===== src/rtl/instruction_fetch_unit_pkg.sv =====
// Shared definitions for the instruction fetch unit: opcode and register
// constants, FSM state encodings, instruction field bit positions and
// small decode helpers.
package instruction_fetch_unit_pkg;

  // Opcode constants shared with the execute stage
  localparam logic [7:0] OP_NOP = 8'h00;
  localparam logic [7:0] OP_ADD = 8'h01;
  localparam logic [7:0] OP_SUB = 8'h02;
  localparam logic [7:0] OP_LDI = 8'h03;
  localparam logic [7:0] OP_JMP = 8'h04;

  // Register-address constants
  localparam logic [7:0] REG_R0 = 8'd0;
  localparam logic [7:0] REG_R1 = 8'd1;
  localparam logic [7:0] REG_SP = 8'd254;
  localparam logic [7:0] REG_LR = 8'd255;

  // Fetch FSM state encodings
  localparam logic [1:0] ST_RUN  = 2'd0;
  localparam logic [1:0] ST_WAIT = 2'd1;
  localparam logic [1:0] ST_HALT = 2'd2;

  // Field bit positions within the 28-bit instruction word
  localparam int OP_MSB   = 27;
  localparam int OP_LSB   = 20;
  localparam int DST_MSB  = 19;
  localparam int DST_LSB  = 12;
  localparam int SRC1_MSB = 15;
  localparam int SRC1_LSB = 8;
  localparam int SRC0_MSB = 7;
  localparam int SRC0_LSB = 0;
  localparam int IMM_MSB  = 15;
  localparam int IMM_LSB  = 0;
  localparam int CNT_MSB  = 23;
  localparam int CNT_LSB  = 0;

  // True when the word carries the NOP opcode
  function automatic logic is_nop(input logic [27:0] word);
    return (word[OP_MSB:OP_LSB] == OP_NOP);
  endfunction

  // Delay count carried in the low bits of a NOP word
  function automatic logic [23:0] nop_count(input logic [27:0] word);
    return word[CNT_MSB:CNT_LSB];
  endfunction

endpackage


===== src/rtl/instruction_fetch_unit_if.sv =====
// Program-memory bus between the fetch unit (master) and the
// combinational instruction ROM (slave).
interface instruction_fetch_unit_if;
  logic [15:0] oAddress;
  logic [27:0] iInstruction;

  modport master (output oAddress, input iInstruction);
  modport slave  (input oAddress, output iInstruction);
endinterface


===== src/rtl/instruction_fetch_unit_wait_counter.sv =====
// fetch_wait_counter: 24-bit loadable down-counter used to time the WAIT
// state after a counted NOP. done is raised while the count is at its
// last step, so the FSM leaves WAIT on that edge.
module fetch_wait_counter (
  input  logic        Clock,
  input  logic        Reset,
  input  logic        load,
  input  logic [23:0] load_value,
  input  logic        dec,
  output logic        done
);

  logic [23:0] count_r;

  // Load on NOP entry, otherwise count down while waiting
  always_ff @(posedge Clock) begin
    if (Reset) begin
      count_r <= 24'd0;
    end else if (load) begin
      count_r <= load_value;
    end else if (dec) begin
      count_r <= count_r - 24'd1;
    end else begin
      count_r <= count_r;
    end
  end

  assign done = (count_r <= 24'd1);

endmodule


===== src/rtl/instruction_fetch_unit.sv =====
// instruction_fetch_unit: owns the PC, fetches from a combinational ROM,
// registers the word and presents decoded fields to the execute stage.
// Optional feature macro: FETCH_NOP_WAIT_EN (counted NOPs stall fetch in
// a WAIT state). Without it every NOP is a single-cycle bubble.
module instruction_fetch_unit
  import instruction_fetch_unit_pkg::*;
#(
  parameter logic [15:0] RESET_PC = 16'd0
) (
  input  logic                       Clock,
  input  logic                       Reset,
  instruction_fetch_unit_if.master   rom,
  input  logic                       iStall,
  input  logic                       iBranchTaken,
  input  logic [15:0]                iBranchTarget,
  input  logic                       iHalt,
  output logic                       oValid,
  output logic [7:0]                 oOperation,
  output logic [7:0]                 oDestination,
  output logic [7:0]                 oSourceAddr1,
  output logic [7:0]                 oSourceAddr0,
  output logic [15:0]                oImmediate,
  output logic                       oHalted
);

  logic [15:0] pc_r, pc_s;
  logic [27:0] ir_r, ir_s;
  logic        valid_r, valid_s;
  logic [1:0]  state_r, state_s;
  logic        halted_r;
  logic        nop_s;

  assign nop_s = is_nop(rom.iInstruction);

`ifdef FETCH_NOP_WAIT_EN
  logic        wait_load_s;
  logic        wait_dec_s;
  logic        wait_done_s;
  logic [23:0] nop_count_s;
  logic [23:0] wait_value_s;

  assign nop_count_s  = nop_count(rom.iInstruction);
  // The NOP's own bubble cycle is the first of the N idle cycles
  assign wait_value_s = nop_count_s - 24'd1;

  fetch_wait_counter u_wait_counter (
    .Clock      (Clock),
    .Reset      (Reset),
    .load       (wait_load_s),
    .load_value (wait_value_s),
    .dec        (wait_dec_s),
    .done       (wait_done_s)
  );
`endif

  // Next-state logic: halt > branch > stall > fetch
  always_comb begin
    pc_s    = pc_r;
    ir_s    = ir_r;
    valid_s = valid_r;
    state_s = state_r;
`ifdef FETCH_NOP_WAIT_EN
    wait_load_s = 1'b0;
    wait_dec_s  = 1'b0;
`endif
    case (state_r)
      ST_RUN: begin
        if (iHalt) begin
          state_s = ST_HALT;
          valid_s = 1'b0;
        end else if (iBranchTaken) begin
          pc_s    = iBranchTarget;
          valid_s = 1'b0;
        end else if (iStall) begin
          pc_s    = pc_r;
        end else begin
          ir_s    = rom.iInstruction;
          pc_s    = pc_r + 16'd1;
          valid_s = ~nop_s;
`ifdef FETCH_NOP_WAIT_EN
          if (nop_s && (nop_count_s > 24'd1)) begin
            state_s     = ST_WAIT;
            wait_load_s = 1'b1;
          end else begin
            state_s = ST_RUN;
          end
`endif
        end
      end
`ifdef FETCH_NOP_WAIT_EN
      ST_WAIT: begin
        valid_s = 1'b0;
        if (iHalt) begin
          state_s = ST_HALT;
        end else if (wait_done_s) begin
          state_s = ST_RUN;
        end else begin
          wait_dec_s = 1'b1;
        end
      end
`endif
      ST_HALT: begin
        state_s = ST_HALT;
        valid_s = 1'b0;
      end
      default: begin
        state_s = ST_RUN;
        valid_s = 1'b0;
      end
    endcase
  end

  // State, PC and instruction register update
  always_ff @(posedge Clock) begin
    if (Reset) begin
      pc_r     <= RESET_PC;
      ir_r     <= 28'd0;
      valid_r  <= 1'b0;
      state_r  <= ST_RUN;
      halted_r <= 1'b0;
    end else begin
      pc_r     <= pc_s;
      ir_r     <= ir_s;
      valid_r  <= valid_s;
      state_r  <= state_s;
      halted_r <= (state_s == ST_HALT);
    end
  end

  assign rom.oAddress = pc_r;
  assign oValid       = valid_r;
  assign oOperation   = ir_r[OP_MSB:OP_LSB];
  assign oDestination = ir_r[DST_MSB:DST_LSB];
  assign oSourceAddr1 = ir_r[SRC1_MSB:SRC1_LSB];
  assign oSourceAddr0 = ir_r[SRC0_MSB:SRC0_LSB];
  assign oImmediate   = ir_r[IMM_MSB:IMM_LSB];
  assign oHalted      = halted_r;

endmodule


===== src/flat_wrapper.sv =====
// flat-port wrapper written by rule: the top's interface ports become plain ports
module instruction_fetch_unit_flat import instruction_fetch_unit_pkg::*;
#(
  parameter logic [15:0] RESET_PC = 16'd0
)
  (Clock, Reset, iStall, iBranchTaken, iBranchTarget, iHalt, oValid, oOperation, oDestination, oSourceAddr1, oSourceAddr0, oImmediate, oHalted, rom_oAddress, rom_iInstruction);
  instruction_fetch_unit_if rom_i ();
  input  logic Clock;
  input  logic Reset;
  input  logic iStall;
  input  logic iBranchTaken;
  input  logic [15:0] iBranchTarget;
  input  logic iHalt;
  output logic oValid;
  output logic [7:0] oOperation;
  output logic [7:0] oDestination;
  output logic [7:0] oSourceAddr1;
  output logic [7:0] oSourceAddr0;
  output logic [15:0] oImmediate;
  output logic oHalted;
  output wire logic [$bits(rom_i.oAddress)-1:0] rom_oAddress;
  input wire logic [$bits(rom_i.iInstruction)-1:0] rom_iInstruction;
  assign rom_oAddress = rom_i.oAddress;
  assign rom_i.iInstruction = rom_iInstruction;
  instruction_fetch_unit #(.RESET_PC(RESET_PC)) u_core (.Clock(Clock), .Reset(Reset), .rom(rom_i), .iStall(iStall), .iBranchTaken(iBranchTaken), .iBranchTarget(iBranchTarget), .iHalt(iHalt), .oValid(oValid), .oOperation(oOperation), .oDestination(oDestination), .oSourceAddr1(oSourceAddr1), .oSourceAddr0(oSourceAddr0), .oImmediate(oImmediate), .oHalted(oHalted));
endmodule

===== config.mk =====
export PLATFORM = sky130hd
export DESIGN_NAME = instruction_fetch_unit_flat
export DESIGN_NICKNAME = d
export VERILOG_FILES = /design/src/rtl/instruction_fetch_unit_pkg.sv /design/src/rtl/instruction_fetch_unit_if.sv /design/src/rtl/instruction_fetch_unit_wait_counter.sv /design/src/rtl/instruction_fetch_unit.sv /design/src/flat_wrapper.sv
export SDC_FILE = /design/constraint.sdc
export NUM_CORES = 1
export LEC_CHECK = 0
export CAP_MARGIN = 20
export CORE_ASPECT_RATIO = 0.9
export CORE_MARGIN = 1.5
export CORE_UTILIZATION = 33
export CTS_CLUSTER_DIAMETER = 150
export DETAILED_ROUTE_END_ITERATION = 10
export HOLD_SLACK_MARGIN = 0.12
export PLACE_DENSITY = 0.77
export SLEW_MARGIN = 20
export SYNTH_ARGS = -nofsm -noshare
export SYNTH_HDL_FRONTEND = slang
export SYNTH_SLANG_ARGS = --single-unit

===== constraint.sdc =====
create_clock -name Clock -period 2 [get_ports Clock]
set_input_delay 0.5 -clock Clock [delete_from_list [all_inputs] [get_ports Clock]]
set_output_delay 0.5 -clock Clock [all_outputs]
set_load 0.01 [all_outputs]

==> run metrics, run 1 <==
# resized after CTS 0; overall power 1.94 mW; share of layout cells above drive strength 1 8.96%; Worst IR Drop VDD 257 uV; routed vias 2431; clock-pin slew on the worst setup and hold paths 0.08 ns; Synth Area in Simple Gates 24.6%; Row Count 28; largest family of logic cells by synthesized area simple AND/OR/NAND/NOR gates; CTS H-tree lvls 2; most frequent cells in the layout 113 x clkdlybuf4s50_1, 72 x nand2_1, 48 x dfxtp_1; Finished Core Util 53.6%; unrepaired setup endpoints after global routing no; Cell variety after synth 39; Yosys Warn Count 0; fraction of synthesized area in multiplexers 2.15%; Reg2Reg Setup Slack 0.26 ns; first drt pass iteration count 4; clock sinks 48; Synth Area in Compound Gates 19.2%; outcome completed; share of Yosys cell area claimed by the top area cell type 41.4%; Die Area 7550 um^2; vias in the first global route 2240; post-synthesis sequential area ratio 41.4%; top sig layer met4; fill cell count 628; Worst setup EP type output port; fin. max-slew vios 0; ys flop type dfxtp_1; Gate Count Post-Synth 297; DPL Wire Length 4.89 mm; CP Class reg -> out; fin crit share 95.3%; Area growth syn-to-layout 54.3%; largest net degree at the start of global routing 29; Worst Path Arrival 1.41 ns; nets 451; critical path's slowest cell clkdlybuf4s50_1; r2r worst-path depth 5; metal1 wirelength 2.90 mm; number of max-cap violations 0; first-pass GRT wire length 10.4 mm; worst setup margin 0.0948 ns; EDFF count, synth 0; root buf cell clkbuf_8; hold buffers post-CTS 0; ranking of synthesized cells by area dfxtp_1 41%, nand2_1 12%, a21oi_1 8.2%; xor-xnor portion of the synthesized cell area 0%; width of the die 91.5 um; GRT Resource Usage Total 17.4%; CP max FO 5; Netlist Area Pre-Place 2320 um^2; Avg Synthesized Cell Area 7.82 um^2; CTS tree built; Die Y 82.6 um; WL/cell 13.2 um; WHS Path Cells 2; WL met3 496 um; diode count 0; crit path launch type flop; largest stage delay on the critical path 0.53 ns; initial detailed-routing violation count 90; worst-path cell chain buf_4 -> clkdlybuf4s50_1; WL final 6.50 mm; maximum clock rate 525 MHz; Residual DRC 0; later-pin clock latency in the skew report 0.29 ns; LEAKAGE 1.23 nW; Starting Density 34.7%; initial antenna violation count 0; Final Hold Fails 0; Post-Synth Adder-Cell Area 0.539%; worst path bufs/invs 2; Core Area 6690 um^2; Power Dens Cells 540 nW/um^2; number of buffers created by CTS 5; Finish-stage setup viols 0; setup TNS 0 ns; hold crit path type reg -> reg; Syn Nets 347; #FFs+latches synth 48; ANT nets after route 0; instance count on the critical path 2; Max Root-Sink Buffers 2; Top Ports 115; GP Congestion 0.807; worst path required time 1.50 ns; met2 WL 3.03 mm; pre-CTS setup slack -0.180 ns; commonest non-fill, non-tap cell in the layout clkdlybuf4s50_1; Crit path max-delay family buffers and inverters; PortBufs 114; Post-CTS Setup Inserts 0; minimum clock period 1.91 ns; Yosys top cell by area dfxtp_1; Post-synth ARST share 0%; Worst Skew 0.00486 ns; vias per cell 4.94; global route overflow 0
## cell type report
type,count,area [um^2],share of cell area [%]
clock inverter,2,10.0,0.279
multi-input combinational,204,1080,30.2
tap,90,113,3.14
inverter,6,22.5,0.628
clock buffer,6,82.6,2.30
timing repair buffer,136,1310,36.6
sequential,48,961,26.8
## per-stage QoR
step | area [um^2] | hold WS [ns] | cells
after floorplan | 2320 | 0.444 | 297
after global placement | 3490 | 0.442 | 484
after detailed placement | 3490 | 0.451 | 484
after CTS | 3580 | 0.463 | 492
after global routing | 3580 | 0.483 | 492
final | 3580 | 0.460 | 492
## worst paths after layout
path,start,to
max,u_core.rom.oAddress[0]$_SDFFE_PP0P_,rom_oAddress[0]
max reg2reg,u_core.rom.oAddress[0]$_SDFFE_PP0P_,u_core.rom.oAddress[12]$_SDFFE_PP0P_
min,u_core.ir_r[16]$_SDFFE_PP0P_,u_core.ir_r[16]$_SDFFE_PP0P_
min reg2reg,u_core.ir_r[16]$_SDFFE_PP0P_,u_core.ir_r[16]$_SDFFE_PP0P_
## cell usage after synthesis (2+ instances only)
| cell type | number |
|---|---|
| nor4_1 | 11 |
| and3_1 | 2 |
| nand2_1 | 72 |
| o21ai_0 | 8 |
| dfxtp_1 | 48 |
| buf_6 | 4 |
| nor2b_1 | 3 |
| buf_4 | 20 |
| nand3_1 | 8 |
| clkbuf_1 | 9 |
| a32o_1 | 3 |
| inv_1 | 6 |
| nor3_1 | 5 |
| o31ai_1 | 2 |
| o22ai_1 | 3 |
| nand4_1 | 3 |
| buf_2 | 5 |
| mux2i_1 | 5 |
| a22o_1 | 4 |
| o41ai_1 | 2 |
| a21oi_1 | 38 |
| a31oi_1 | 7 |
| nor2_1 | 13 |
## power by group
| group | switching, mW | internal (mW) |
|---|---|---|
| clock | 0.309 | 0.276 |
| sequential | 0.0292 | 0.983 |
| combinational | 0.137 | 0.200 |
| total | 0.476 | 1.46 |
## state kept, by name (all words and copies together), names as in the netlist
name,cells
u_core.ir_r,28
u_core.rom.oAddress,16
u_core.oValid,1
u_core.state_r,2
u_core.oHalted,1
## tightest hold or removal path: cells and delay by family, from the launching register on
kind             cells  cell delay, ns
flip-flops           1            0.32
AND/OR/NAND/NOR      1            0.05
AO/OA/AOI/OAI        1            0.05
## layer usage
metal,vias to the layer above,GRT usage [%]
li1,1219,-
met1,1112,21.4
met2,93,29.6
met3,7,5.40
met4,0,4.84
met5,-,0
## cells by family (layout without fill, tap and decap cells)
| group | Yosys count | in the layout |
|---|---|---|
| adders and majority gates | 1 | 1 |
| muxes | 5 | 5 |
| AOI/OAI and AO/OA | 73 | 73 |
| buffers and inverters | 45 | 150 |
| other | 1 | 1 |
| DFF | 48 | 48 |
| and+or+nand+nor | 124 | 124 |
Power figures use the tool's default switching activity.
==> run 2: changes to the inputs <==
- CORE_ASPECT_RATIO: 0.9 -> 1.25
- REMOVE_ABC_BUFFERS: not set -> 1
- clock period: 2 -> 2.3 ns (I/O delays scaled with it)
==> run 2 against run 1 <==
Net effect: flip-flop and latch count is the same; cell count shrank 1.4%; power decreased by 9.0%; clock-buffer cell count unchanged; design area is 0.56% lower; routed wire length decreased by 2.7%; combinational power down 15%; hold slack worse by 0.0014 ns; register-to-register slack gained 0.21 ns; worst setup slack better by 0.24 ns; critical path type is now in -> reg.
==> run metrics, run 2 (synthesis results as in run 1) <==
clock sinks 48 (unchanged); critical path's slowest cell clkdlybuf4s50_1; Sw Share 23.4% (-1.1 points); first drt pass iteration count 4 (unchanged); largest stage delay on the critical path 0.61 ns (+0.08 ns); worst path bufs/invs 3 (+1); hold crit path type reg -> reg; routing usage on met3 5.47% (+0.069 points); fin. max-slew vios 0 (unchanged); global route overflow 0 (unchanged); width of the die 78.1 um (-15%); hold buffers post-CTS 0 (unchanged); root buf cell clkbuf_8; Clk network pwr share 33.6% (+3.3 points); DPL Wire Length 4.66 mm (-4.9%); clock-pin slew on the worst setup and hold paths 0.09 ns (about the same); initial detailed-routing violation count 150 (+67%); fin crit share 85.4%; Worst Path Arrival 2.18 ns (+0.77 ns); Worst IR Drop VDD 221 uV (-14%); # resized after CTS 0 (unchanged); Residual DRC 0 (unchanged); PortBufs 114 (unchanged); met1 GRT Util 20.5% (-0.94 points); WL final 6.32 mm (-2.7%); Largest register FFs 28 (unchanged); cell area after layout 3560 um^2 (-0.56%); Finish-stage setup viols 0 (unchanged); Finished Core Util 51.7% (-1.8 points); GRT busiest layer met2; worst path required time 2.51 ns (+1.01 ns); Crit path max-delay family buffers and inverters; worst setup margin 0.336 ns (+0.241 ns); unrepaired setup endpoints after global routing no; Worst setup EP type flop; later-pin clock latency in the skew report 0.29 ns (about the same); Top Ports 115 (unchanged); GRT Resource Usage Total 16.9% (-0.52 points); first-pass GRT wire length 10.4 mm (+0.20%); Row Count 34 (+21%); GP Congestion 0.817 (+1.3%); LEAKAGE 1.21 nW (-2.0%); initial antenna violation count 0 (unchanged); Gate power share 16.3% (-1.1 points); Post-CTS Setup Inserts 0 (unchanged); worst-path cell chain clkdlybuf4s50_1 -> buf_12 -> o21a_1 -> buf_4 -> nand4_1 -> a31oi_1; Seq pwr share 50.1% (-2.2 points); Core Area 6890 um^2 (+3.0%); Area after DPL 3460 um^2 (-1.0%); commonest non-fill, non-tap cell in the layout clkdlybuf4s50_1; most frequent cells in the layout 114 x clkdlybuf4s50_1, 72 x nand2_1, 48 x dfxtp_1; share of layout cells above drive strength 1 6.84% (-2.1 points); outcome completed; Power Dens Cells 494 nW/um^2 (-8.5%); Die Y 96.8 um (+17%); vias in the first global route 2287 (+2.1%); switching power 413 uW (-13%); WL/cell 13.0 um (-1.3%); crit path launch type input pin; Max Root-Sink Buffers 2 (unchanged); Final Hold Fails 0 (unchanged); number of buffers created by CTS 5 (unchanged); number of max-cap violations 0 (unchanged); ANT nets after route 0 (unchanged); vias per cell 4.98 (+0.82%); CTS H-tree lvls 2 (unchanged); CTS tree built; pre-CTS setup slack 0.0613 ns (+0.241 ns); diode count 0 (unchanged); maximum clock rate 509 MHz; CP Class in -> reg; largest net degree at the start of global routing 33 (+14%); routed vias 2416 (-0.62%); Die Area 7560 um^2 (about the same); minimum clock period 1.96 ns; Biggest register u_core.ir_r; overall power 1.76 mW (-9.0%); Area growth syn-to-layout 53.4%; Worst Skew 0.00525 ns (+0.000385 ns); nets 444 (-1.6%); Starting Density 33.7% (-1.0 points); met2 layer usage reported by global route 28.3% (-1.3 points); internal power 1.35 mW (-7.6%); setup TNS 0 ns (unchanged); CP max FO 32 (+27)
run 2: area by class of cell:
cell class	count	area [um^2]
Clock buffer	6	72.6
Tap cell	90	113
Timing Repair Buffer	129	1280
Sequential cell	48	961
Inverter	6	22.5
Multi-Input combinational cell	204	1080
Fill cell	698	3330
Clock inverter	2	35.0
run 2: worst reg2reg max path, delay by kind of cell (launching register included):
kind,cells,cell delay (ns)
AOI/OAI and AO/OA,2,0.36
and+or+nand+nor,2,0.61
adders and majority gates,1,0.27
DFF,1,0.50
run 2: path summary, 6_finish.rpt:
path	startpoint	endpoint	slack [ns]	cells after the start
max	iBranchTaken	u_core.rom.oAddress[9]$_SDFFE_PP0P_	0.34	6
min reg2reg	u_core.ir_r[21]$_SDFFE_PP0P_	u_core.ir_r[21]$_SDFFE_PP0P_	0.46	2
max reg2reg	u_core.rom.oAddress[0]$_SDFFE_PP0P_	u_core.rom.oAddress[12]$_SDFFE_PP0P_	0.47	5
min	u_core.ir_r[21]$_SDFFE_PP0P_	u_core.ir_r[21]$_SDFFE_PP0P_	0.46	2
run 2: power groups by stage:
stage	clock [mW]	combinational, mW	sequential, mW
floorplan	0	0.0685	0.911
global placement	0	0.283	0.901
detailed placement	0	0.287	0.902
CTS	0.620	0.289	0.883
global route	0.660	0.311	0.888
finish	0.593	0.286	0.883
run 2: per-stage QoR:
stage / cells / hold WS (ns)
floorplan: 258 / 0.439
global placement: 477 / 0.441
detailed placement: 477 / 0.450
CTS: 485 / 0.465
global route: 485 / 0.483
finish: 485 / 0.459
run 2: metal layers:
layer	part of all wire (%)	routed length (um)
met4	0.54	34
met2	50	3170
met3	8.8	557
met1	40	2560
met5	0	0
==> run 3: changes to the inputs <==
- TNS_END_PERCENT: not set -> 20
==> results of run 3 <==
The final DEF is identical to that of run 2; final timing and power are the same.
